## src/rtl/zbc_pkg.sv

```systemverilog
`default_nettype none
// ============================================================================
// zbc_pkg : shared sizing helpers and zero-byte reference count for zbc_share_sched
// Revision: 1.0 - initial release
// ============================================================================
package zbc_pkg;

  localparam int ZBC_MAX_W     = 1024;
  localparam int ZBC_ACC_W_DEF = 16;
  localparam logic [ZBC_ACC_W_DEF-1:0] ZBC_ACC_SAT = '1;

  function automatic int zbc_lanes(input int data_w);
    return data_w / 8;
  endfunction

  function automatic int zbc_cnt_w(input int data_w);
    return $clog2(data_w / 8 + 1);
  endfunction

  function automatic int zbc_id_w(input int num_req);
    return (num_req > 1) ? $clog2(num_req) : 1;
  endfunction

  // Reference count of all-zero bytes among the low data_w bits of word.
  function automatic int zbc_count(input logic [ZBC_MAX_W-1:0] word, input int data_w);
    int n;
    n = 0;
    for (int k = 0; k < ZBC_MAX_W / 8; k++) begin
      if ((k < data_w / 8) && (word[8*k +: 8] == 8'h00)) n++;
    end
    return n;
  endfunction

endpackage
`default_nettype wire

```

## src/rtl/zero_byte_counter.sv

```systemverilog
`default_nettype none
// ============================================================================
// zero_byte_counter : per-byte NOR flags reduced to a popcount of zero bytes
// Revision: 1.0 - initial release
// ============================================================================
module zero_byte_counter
  import zbc_pkg::*;
#(
  parameter  int DATA_W = 32,
  localparam int LANES  = zbc_lanes(DATA_W),
  localparam int CNT_W  = zbc_cnt_w(DATA_W)
) (
  input  logic [DATA_W-1:0] data_i,
  output logic [CNT_W-1:0]  count_o
);

  logic [LANES-1:0] w_zero;

  for (genvar k = 0; k < LANES; k++) begin : g_lane
    assign w_zero[k] = ~|data_i[8*k +: 8];
  end

  always_comb begin
    count_o = '0;
    for (int k = 0; k < LANES; k++) begin
      count_o = count_o + CNT_W'(w_zero[k]);
    end
  end

endmodule
`default_nettype wire

```

## src/rtl/zbc_share_sched.sv

```systemverilog
`default_nettype none
// ============================================================================
// zbc_share_sched : round-robin share of one zero-byte-count datapath among
//                   NUM_REQ requesters; optional per-requester accumulators
//                   enabled by defining ZBC_ACCUM_EN.
// Revision: 1.0 - initial release
// ============================================================================
module zbc_share_sched
  import zbc_pkg::*;
#(
  parameter  int NUM_REQ = 4,
  parameter  int DATA_W  = 32,
  parameter  int ACC_W   = 16,
  localparam int CNT_W   = zbc_cnt_w(DATA_W),
  localparam int ID_W    = zbc_id_w(NUM_REQ)
) (
  input  logic                      clk,
  input  logic                      rst_n,
  input  logic [NUM_REQ-1:0]        req_valid,
  output logic [NUM_REQ-1:0]        req_ready,
  input  logic [NUM_REQ*DATA_W-1:0] req_data,
  output logic                      rsp_valid,
  input  logic                      rsp_ready,
  output logic [ID_W-1:0]           rsp_id,
  output logic [CNT_W-1:0]          rsp_count,
  input  logic                      acc_clr,
  output logic [ACC_W-1:0]          rsp_acc
);

  // Stage 1: operand register
  logic              v1_q, v1_d;
  logic [ID_W-1:0]   id1_q, id1_d;
  logic [DATA_W-1:0] data1_q, data1_d;
  // Stage 2: result register
  logic              v2_q, v2_d;
  logic [ID_W-1:0]   id2_q, id2_d;
  logic [CNT_W-1:0]  cnt2_q, cnt2_d;

  logic [ID_W-1:0]   rr_ptr_q, rr_ptr_d;

  logic              w_adv2;
  logic              w_accept;
  logic              w_fire;
  logic              w_gnt_vld;
  logic [ID_W-1:0]   w_gnt_id;
  logic [ID_W-1:0]   w_scan_idx;
  logic [CNT_W-1:0]  w_cnt;
  logic [DATA_W-1:0] w_words [NUM_REQ];

  for (genvar i = 0; i < NUM_REQ; i++) begin : g_words
    assign w_words[i] = req_data[i*DATA_W +: DATA_W];
  end

  assign w_adv2   = v1_q & (~v2_q | rsp_ready);
  assign w_accept = ~v1_q | w_adv2;
  assign w_fire   = w_accept & w_gnt_vld;

  // First valid requester at or after rr_ptr, wrapping modulo NUM_REQ.
  always_comb begin
    w_gnt_vld  = 1'b0;
    w_gnt_id   = '0;
    w_scan_idx = '0;
    for (int k = 0; k < NUM_REQ; k++) begin
      w_scan_idx = ID_W'((int'(rr_ptr_q) + k) % NUM_REQ);
      if (!w_gnt_vld && req_valid[w_scan_idx]) begin
        w_gnt_vld = 1'b1;
        w_gnt_id  = w_scan_idx;
      end
    end
  end

  // Gated by rst_n so no requester sees an accept while reset is asserted.
  always_comb begin
    req_ready = '0;
    if (rst_n && w_fire) req_ready[w_gnt_id] = 1'b1;
  end

  zero_byte_counter #(
    .DATA_W (DATA_W)
  ) u_zbc (
    .data_i  (data1_q),
    .count_o (w_cnt)
  );

  always_comb begin
    v1_d     = v1_q;
    id1_d    = id1_q;
    data1_d  = data1_q;
    rr_ptr_d = rr_ptr_q;
    if (w_fire) begin
      v1_d     = 1'b1;
      id1_d    = w_gnt_id;
      data1_d  = w_words[w_gnt_id];
      rr_ptr_d = (w_gnt_id == ID_W'(NUM_REQ - 1)) ? '0 : w_gnt_id + ID_W'(1);
    end else if (w_adv2) begin
      v1_d = 1'b0;
    end

    v2_d   = v2_q;
    id2_d  = id2_q;
    cnt2_d = cnt2_q;
    if (w_adv2) begin
      v2_d   = 1'b1;
      id2_d  = id1_q;
      cnt2_d = w_cnt;
    end else if (rsp_ready) begin
      v2_d = 1'b0;
    end
  end

  always_ff @(posedge clk or negedge rst_n) begin
    if (!rst_n) begin
      v1_q     <= 1'b0;
      id1_q    <= '0;
      data1_q  <= '0;
      v2_q     <= 1'b0;
      id2_q    <= '0;
      cnt2_q   <= '0;
      rr_ptr_q <= '0;
    end else begin
      v1_q     <= v1_d;
      id1_q    <= id1_d;
      data1_q  <= data1_d;
      v2_q     <= v2_d;
      id2_q    <= id2_d;
      cnt2_q   <= cnt2_d;
      rr_ptr_q <= rr_ptr_d;
    end
  end

  assign rsp_valid = v2_q;
  assign rsp_id    = id2_q;
  assign rsp_count = cnt2_q;

`ifdef ZBC_ACCUM_EN
  logic [ACC_W-1:0] acc_q [NUM_REQ];
  logic [ACC_W:0]   w_acc_sum;
  logic [ACC_W-1:0] w_acc_sat;
  logic             w_rsp_hs;

  assign w_rsp_hs  = v2_q & rsp_ready;
  assign w_acc_sum = {1'b0, acc_q[id2_q]} + (ACC_W+1)'(cnt2_q);
  assign w_acc_sat = w_acc_sum[ACC_W] ? '1 : w_acc_sum[ACC_W-1:0];
  assign rsp_acc   = w_acc_sat;

  // A clear coinciding with a handshake keeps only the current result.
  always_ff @(posedge clk or negedge rst_n) begin
    if (!rst_n) begin
      for (int i = 0; i < NUM_REQ; i++) acc_q[i] <= '0;
    end else begin
      for (int i = 0; i < NUM_REQ; i++) begin
        if (w_rsp_hs && (id2_q == ID_W'(i))) begin
          acc_q[i] <= acc_clr ? ACC_W'(cnt2_q) : w_acc_sat;
        end else if (acc_clr) begin
          acc_q[i] <= '0;
        end
      end
    end
  end
`else
  logic unused_acc_clr;
  assign unused_acc_clr = acc_clr;
  assign rsp_acc        = '0;
`endif

endmodule
`default_nettype wire

```

## config.mk

```make
export PLATFORM = sky130hd
export DESIGN_NAME = zbc_share_sched
export DESIGN_NICKNAME = d
export VERILOG_FILES = /design/src/rtl/zbc_pkg.sv /design/src/rtl/zero_byte_counter.sv /design/src/rtl/zbc_share_sched.sv
export SDC_FILE = /design/constraint.sdc
export NUM_CORES = 1
export LEC_CHECK = 0
export ABC_CLOCK_PERIOD_IN_PS = 3210
export CAP_MARGIN = 25
export CORE_MARGIN = 2
export CORE_UTILIZATION = 37
export DETAILED_ROUTE_END_ITERATION = 6
export HOLD_SLACK_MARGIN = 0.03
export PLACE_DENSITY = 0.82
export SLEW_MARGIN = 20
export SYNTH_ARGS = -nofsm -noshare
export SYNTH_HDL_FRONTEND = slang
export SYNTH_SLANG_ARGS = --single-unit
```

## constraint.sdc

```tcl
create_clock -name clk -period 3.21 [get_ports clk]
set_input_delay 0.963 -clock clk [delete_from_list [all_inputs] [get_ports clk]]
set_output_delay 0.963 -clock clk [all_outputs]
set_load 0.02 [all_outputs]
```

==> After elaboration in Yosys (flattened, before gate mapping) <==
Index checks and enable logic that the tools add are counted.
{ "op_classes": {"eq_ne": 1, "mux": 27, "addsub": 7, "bitwise": 7, "n_reduce_logical": 18, "order_cmp": 7} }
{ "ops": {"columns": ["op", "n"], "rows": [
  ["binary-select mux 32 bit (select 2 bit)", 1],
  ["two-way mux 32 bit", 2],
  ["OR reduction 8 bit", 4],
  ["less-than comparator 2 x 3 -> 1 bit (second input constant)", 5],
  ["two-way mux 1 bit", 13],
  ["two-way mux 2 bit", 5],
  ["binary-select mux 1 bit (select 2 bit)", 4],
  ["logical NOT 1 bit", 7],
  ["adder 3 x 1 -> 3 bit", 2],
  ["logical AND 1 bit", 5],
  ["adder 2 x 1 -> 2 bit (second input constant)", 2],
  ["adder 2 bit (second input constant)", 2],
  ["two-way mux 4 bit", 1],
  ["nonzero test 2 bit", 2],
  [">= comparator 3 bit (second input constant)", 1],
  ["NOT 2 -> 3 bit", 1],
  ["adder 1 x 1 -> 2 bit", 1],
  ["AND 1 bit", 2],
  ["demux 1 bit (select 2 bit)", 1],
  ["== test 2 bit (second input constant)", 1],
  [">= comparator 2 x 1 -> 1 bit (second input constant)", 1],
  ["NOT 1 bit", 2],
  ["bitwise OR 1 bit", 2]
]} }
{ "word_totals": {"output_inout_bits": 26, "input_bits": 136, "reg_bits": 43} }

==> Logic depth before layout (Yosys ltp) <==
{ "logic_depth": {"ltp_word": 17, "mapped_depth": 8} }

==> Modules after synthesis <==
Synthesis repeated with hierarchy kept, for this count alone.
{ "unflattened": {"cells_unflattened": 281, "area_unflattened_um2": 2752.6} }
{ "modules_own_cells": {"columns": ["mod", "cells_per_inst", "area_per_inst_um2", "n_inst"], "rows": [
  ["zbc_share_sched", 264, 2632.5, 1],
  ["zero_byte_counter", 17, 120.1, 1]
]} }

==> Worst setup path before layout <==
OpenSTA, ideal clock, no wires.
{ "synth_timing": {"path_type": "input to output", "start": "input port req_valid[1]", "end": "output port req_ready[2]", "required_time_ns": 2.247, "n_path_buf": 1, "setup_slack_ns": -0.064, "t_arrival_ns": 2.311, "cell_stages": 5, "cell_sequence": "mux2_4 > o221ai_4 > buf_6 > inv_1 > nor3b_1"} }
{ "synth_between": {"elab_chain_len": 17} }
{ "synth_rtl": {"columns": ["element", "line", "text"], "rows": [
  ["from (decl)", "zbc_share_sched.sv:19", "input logic [NUM_REQ-1:0] req_valid,"],
  ["binary-select mux 1 bit (select 2 bit)", "zbc_share_sched.sv:65", "if (!w_gnt_vld && req_valid[w_scan_idx]) begin"],
  ["two-way mux 1 bit (not written as such)", "zbc_share_sched.sv:65", null],
  ["two-way mux 1 bit", "zbc_share_sched.sv:65", null],
  ["logical NOT 1 bit", "zbc_share_sched.sv:65", null],
  ["logical AND 1 bit", "zbc_share_sched.sv:65", null],
  ["two-way mux 1 bit", "zbc_share_sched.sv:65", null],
  ["logical NOT 1 bit", "zbc_share_sched.sv:65", null],
  ["logical AND 1 bit", "zbc_share_sched.sv:65", null],
  ["two-way mux 1 bit", "zbc_share_sched.sv:65", null],
  ["logical NOT 1 bit", "zbc_share_sched.sv:65", null],
  ["logical AND 1 bit", "zbc_share_sched.sv:65", null],
  ["two-way mux 2 bit", "zbc_share_sched.sv:65", null],
  ["less-than comparator 2 x 3 -> 1 bit (not written as such) / >= comparator 2 x 1 -> 1 bit (equally long branches)", "zbc_share_sched.sv:75", "if (rst_n && w_fire) req_ready[w_gnt_id] = 1'b1;"],
  ["logical AND 1 bit (not written as such)", "zbc_share_sched.sv:75", null],
  ["two-way mux 1 bit (not written as such)", "zbc_share_sched.sv:75", null],
  ["demux 1 bit (select 2 bit)", "zbc_share_sched.sv:75", null],
  ["two-way mux 4 bit *", "zbc_share_sched.sv:75", null],
  ["to (decl)", "zbc_share_sched.sv:20", "output logic [NUM_REQ-1:0] req_ready,"]
]} }
Mark *: on every way between the ends. The rest lies on a longest branch, timed or not. The select of a mux whose other input is x is not followed.

==> Worst setup path in the final report <==
{ "layout_timing": {"start": "input port req_valid[0]", "end": "output port req_ready[1]"} }
The elaborated chain is that of the path after synthesis.

==> impl_metrics.yaml <==
drt:
  drt_first_iter_violations: 91
  ant_nets: 0
  drt_pass1_iterations: 4
  vias: 3097
  drc: 0
  routed_via_density: 5.40
  avgRoutedWirePerCell_um: 16.9
  wirelength_um: 9720
critical_path:
  worstPathCellList: "clkbuf_2 -> buf_6 -> or4_4 -> and2_4 -> and3_4 -> buf_6"
  worstPathMaxFanout: 5
  required_ns: 2.25
  crit_buf_inv: 3
  path_common_cell: "buf_6"
  path_class: "primary input to primary output"
  rr_worst_depth: 8
  end_kind: "primary output"
  crit_path_max_incr_delay_ns: 0.52
  worst-r2r-setup-slack_ns: 0.88
  slowest_stage: "or4_4"
  r2r_end: "rsp_count[1]"
  critical_path_depth: 6
  crit_arrival_ns: 2.21
  reg2reg_from: "data1_q[5]"
  start_kind: "primary input"
  path_delay_family: "simple AND/OR/NAND/NOR gates"
synth:
  synth_cell_types: 43
  synthArstFlopShare_pct: 100
  synth_top_area_share_pct: 32.6
  synth-warning-count: 0
  synthCells: 319
  synthesis.area_um2: 3300
  synthTopCellsByArea: "dfrtp_1 (33%), o2111ai_2 (13%), mux2i_1 (9.7%)"
  synth_enable_flop_cells: 0
  yosysTopAreaCell: "dfrtp_1"
  synth_seq_cells: 43
  synth_flop_cell: "dfrtp_1"
  syn_area_per_cell_um2: 10.3
  ys_seq_area_share_pct: 32.6
timing:
  tightest_slew_ns: 0.562
  slew_violations: 0
  fmaxAchievable_mhz: 315
  clock_skew_ns: 0.00328
  setup_violations: 0
  max-slew-margin-rel_pct: 62.6
  rsz0062_at_grt: "false"
  min_period_ns: 3.17
  finalHoldViolations: 0
  period_share_pct: 98.8
floorplan:
  dieArea_um2: 9680
  coreArea_um2: 8680
  dieHeight_um: 98.4
  fp.dieW_um: 98.4
  ios: 162
  start_util_pct: 38.0
  row_count: 34
global_routing:
  grt_overflow: 0
  grt.total_usage_pct: 20.0
  antenna_found_initial: 0
  grt_pass1_wl_um: 15800
  grt_pass1_vias: 3260
  grt_max_degree: 36
clocking:
  numCtsBuffers: 5
  clk-insertion-delay-late_ns: 0.28
  clockBufferDepth: 2
  cts-root-buf: "clkbuf_8"
  hold_buffers: 0
  clk_pin_slew_ns: 0.07
  h-tree-depth: 2
  clkSinkCount: 43
  tritoncts: "built"
min_path:
  hp-class: "flip-flop to flip-flop"
  holdPathStages: 2
  min_to: "rsp_count[0]"
  hp-start: "rsp_count[0]"
placed_design:
  gp_congestion: 0.806
  port_buffers: 144
  hpwlAfterDp_um: 7320
cells_and_area:
  fillers: 779
  final_core_util_pct: 56.3
  drive_gt1_share_pct: 21.0
  fin_nets: 607
  n_antenna_cell: 0
  syn2layout_area_growth_pct: 48.4
power_and_ir_drop:
  cellPowerDensity_nw_per_um2: 505
  power_uw: 2470
  ir_drop_mv: 0.187
  power.leakage_uw: 0.00204
run_status:
  outcome: "finished clean"
job:
  cap_viol_max_count: 0
placed cells by master (no fill, tap or decap), types with 5 or more instances in the layout:
cell             count
dfrtp_1             43
clkdlybuf4s50_1    134
clkbuf_8             5
conb_1              16
mux2i_1             32
nand3_2             10
o211ai_1            32
buf_4               26
nand2b_1             5
o2111ai_2           29
nand3_1             22
nand2_1             44
nor2_1               5
layer usage:
metal  wire length (µm)  vias up  share of wire, %  global-route usage [%]
met5                  0        -                 0                       0
met4                107        0               1.1                    5.37
met3                491        8               5.1                    3.22
met2               5210      102                54                    37.9
met1               3920     1512                40                    23.3
li1                   -     1475                 -                       -
what timing repair did:
action / in CTS / in global routing
pin swaps: 0 / 3
buffers inserted: 0 / 3
gates resized for setup: 31 / 9
endpoints found under the setup margin: 4 / 4
report_power, final:
part / internal, µW / leakage [µW] / total, µW / switching [µW]
registers: 749 / 0.000527 / 879 / 130
clock network: 145 / 0.0000371 / 310 / 165
logic: 639 / 0.00148 / 1280 / 640
total: 1530 / 0.00204 / 2470 / 934
flip-flops by register name, indices dropped and copies added (netlist names):
| register | cells |
|---|---|
| rsp_valid | 1 |
| rsp_id | 2 |
| rr_ptr_q | 2 |
| rsp_count | 3 |
| data1_q | 32 |
| v1_q | 1 |
| id1_q | 2 |
cell families after synthesis:
kind of cell	Yosys count	synth area share, %
other	1	0.114
and+or+nand+nor	103	16.6
buffers and inverters	50	11.4
DFF	43	32.6
adders and majority gates	4	1.75
AOI/OAI and AO/OA	81	25.9
muxes	37	11.5
how the worst max path moves through the flow:
stage	start	slack, ns	end
after floorplan	req_valid[3]	0.02	req_ready[3]
after global placement	req_valid[1]	-0.70	req_ready[3]
after detailed placement	req_valid[1]	-0.76	req_ready[3]
after CTS	req_valid[2]	-0.002	req_ready[3]
after global routing	req_valid[0]	0.0009	req_ready[1]
final	req_valid[0]	0.04	req_ready[1]
tightest hold or removal path, delay by kind of cell, from the launching register on:
family,cells,cell delay [ns]
flops,1,0.34
compound gates,1,0.06
simple gates,1,0.05
through the flow:
| step | cells | setup TNS, ns | hold WS [ns] | cell area (µm²) | setup slack, ns |
|---|---|---|---|---|---|
| 2_1_floorplan | 334 | 0 | 0.442 | 3370 | 0.0241 |
| 3_3_place_gp | 565 | -2.64 | 0.458 | 4790 | -0.701 |
| 3_5_place_dp | 565 | -2.78 | 0.472 | 4790 | -0.761 |
| 4_1_cts | 571 | -0.00230 | 0.489 | 4860 | -0.00230 |
| 5_1_grt | 574 | 0 | 0.516 | 4890 | 0.000922 |
| 6_report | 574 | 0 | 0.484 | 4890 | 0.0370 |
synthesized netlist by cell type (2+ instances only):
master     number
nor2_1          5
dfrtp_1        43
nor4_1          4
o2111ai_1       3
buf_2          13
o221ai_4        2
ha_1            3
o2111ai_2      29
nand3_1        22
mux2_2          4
a21oi_1         2
buf_12          3
buf_6           7
o21ai_0         4
and3_1          2
buf_4          16
inv_1           5
o211ai_1       32
nand2_1        45
nand2b_1        5
nand3_2        10
mux2i_1        32
or4_1           4
clkbuf_1        5
cell type report:
class                   instances  area, µm²  share of cell area, %
repair buffers                171       1640                   33.6
multi-input cells             241       1950                   39.8
flip-flops and latches         43       1080                   22.0
clock buffers                   6       72.6                   1.48
inverters                       5       18.8                  0.384
well taps                     108        135                   2.76
No activity file was read; power rests on OpenSTA's default activity.
==> RTL edit: new RTL, same settings <==
Add a define of `ZBC_ACCUM_EN`.
--- a/src/rtl/zbc_share_sched.sv
+++ b/src/rtl/zbc_share_sched.sv
@@ -5,6 +5,8 @@
 //                   enabled by defining ZBC_ACCUM_EN.
 // Revision: 1.0 - initial release
 // ============================================================================
+`define ZBC_ACCUM_EN
+
 module zbc_share_sched
   import zbc_pkg::*;
 #(
Formal check against the unedited RTL: not equivalent (Yosys sat finds a counterexample within 4 cycles, from zero or initial values and one cycle with rst_n low).
==> RTL edit against the unedited design <==
- the flow now finishes with violations (negative setup slack)
- worst setup slack got worse by 0.87 ns
- register-to-register slack lost 0.76 ns
- area after synthesis increased by 92%
- hold slack gained 0.011 ns
- routed wire length is 99% higher
- sequential cell count increased by 64
- final area rose by 99%
- total power increased by 120%
- maximum frequency fell by 21%
- core utilization is 2.2 points higher
- clock power increased to 3.9 times the old value
- sequential power up 110%
- critical endpoint is now rsp_acc[13]
- largest cell class unchanged
==> RTL edit: results (changes against the unedited design) <==
metric,value,unit,change
run status,"finished, violations left",,
violated checks,negative setup slack,,
Netlist cell types,51,,+19%
VDD IR max,0.437,mV,+130%
fraction of layout cells with a size suffix above 1,29.6,%,+8.6 points
"Slowest-stage cell, CP",mux4_2,,
"non-filler cells, final",1067,,+86%
largest net degree at the start of global routing,65,,+81%
wire length of the first global-routing pass,30.9,mm,+96%
Setup WS post-layout,-0.829,ns,-0.866 ns
Max Clock Skew,0.0102,ns,+0.00696 ns
Top delay family on crit path,compound AO/OA/AOI/OAI gates,,
DPL Wire Length,13.6,mm,+85%
Mapped Cells,599,,+88%
worst slew pin tran,1.04,ns,+0.480 ns
"Largest stage delay, worst path",0.55,ns,+0.03 ns
setup tns final,-12.37,ns,-12.37 ns
worst-path fanout max,4,,-1
CTS Buf Count,9,,+4
worst skew pair latency,0.35,ns,+0.07 ns
final setup fails,20,,+20
All-Layer GR Usage,21.5,%,+1.4 points
post-synthesis compound-gate area fraction,17.8,%,-8.1 points
1st-iter DRT viols,369,,+310%
Avg Vias per Cell,5.64,,+4.5%
Worst EP arrival,3.08,ns,+0.87 ns
"Seq/Total Area, Yosys",42.4,%,+9.7 points
drt wl/cell,18.2,um,+7.2%
"top cells by area, synth","dfrtp_1 (42%), mux2i_1 (11%), mux4_2 (5.7%)",,
-- RTL edit: changes by cell type after synthesis, sizes merged, moves of 30 or more --
cell and change:
a221oi +32, nor2 +58, o211ai -32, dfrtp +64, mux2i +37, o2111ai -32, nand2b +30
-- RTL edit: routing by layer --
layer / up-vias / GRT usage, % / wire length, um
met2: 263 / 37.0 / 9870
met4: 0 / 7.54 / 425
met3: 34 / 3.75 / 1290
li1: 2778 / - / -
met5: - / 0 / 0
met1: 2940 / 27.2 / 7800
-- RTL edit: final cells by class --
| class | instances | area, um2 |
|---|---|---|
| Multi-Input combinational cell | 430 | 3790 |
| Sequential cell | 107 | 2680 |
| Clock buffer | 11 | 243 |
| Clock inverter | 4 | 75.1 |
| Tap cell | 220 | 275 |
| Inverter | 16 | 65.1 |
| Fill cell | 1343 | 6900 |
| Timing Repair Buffer | 279 | 2620 |
-- RTL edit: final timing paths --
| path | from | end | slack (ns) | cells after the start |
|---|---|---|---|---|
| max in group asynchronous | rst_n | acc_q[27] | 1.43 | 4 |
| worst max register to register | rsp_id[0] | acc_q[3] | 0.12 | 12 |
| worst max-delay path | rsp_id[0] | rsp_acc[13] | -0.83 | 10 |
| worst min-delay path | id1_q[1] | id1_q[1] | 0.50 | 1 |
| min in group asynchronous | rst_n | acc_q[46] | 0.64 | 2 |
| worst min register to register | id1_q[1] | id1_q[1] | 0.50 | 1 |
-- RTL edit: kinds of logic after synthesis --
group           count (synthesis)
compound gates                147
simple gates                  173
xor+xnor                        5
flops                         107
mux                            94
buf+inv                        62
fa+ha+maj                      11
-- RTL edit: metrics by stage --
stage	cell area, um2	hold WS [ns]
finish	9740	0.495
global route	9740	0.517
CTS	9570	0.501
detailed placement	8940	0.486
global placement	8920	0.460
floorplan	6550	0.446
-- RTL edit: timing repair --
item / in CTS / in global routing
gates resized for setup: 165 / 22
pin swaps: 22 / 16
setup endpoints to repair: 52 / 34
hold buffers: 0 / 0
setup buffers: 19 / 9
gates cloned: 0 / 0
-- RTL edit: worst reg2reg max path, cell delays in order, from the launching register on --
cell and delay (ns):
dfrtp_2 0.43, buf_12 0.12, mux4_2 0.51, ha_4 0.28, a21o_1 0.20, nand4b_1 0.23, buf_4 0.22, a21oi_4 0.31
buf_12 0.15, a21oi_4 0.06, buf_4 0.14, buf_4 0.14, a211oi_1 0.21
-- RTL edit: where the power goes --
group          switching (mW)  internal [mW]  leakage (nW)
combinational            1.20           1.25          2.58
sequential              0.185           1.64          1.37
clock                   0.501          0.702         0.148
total                    1.88           3.59          4.09
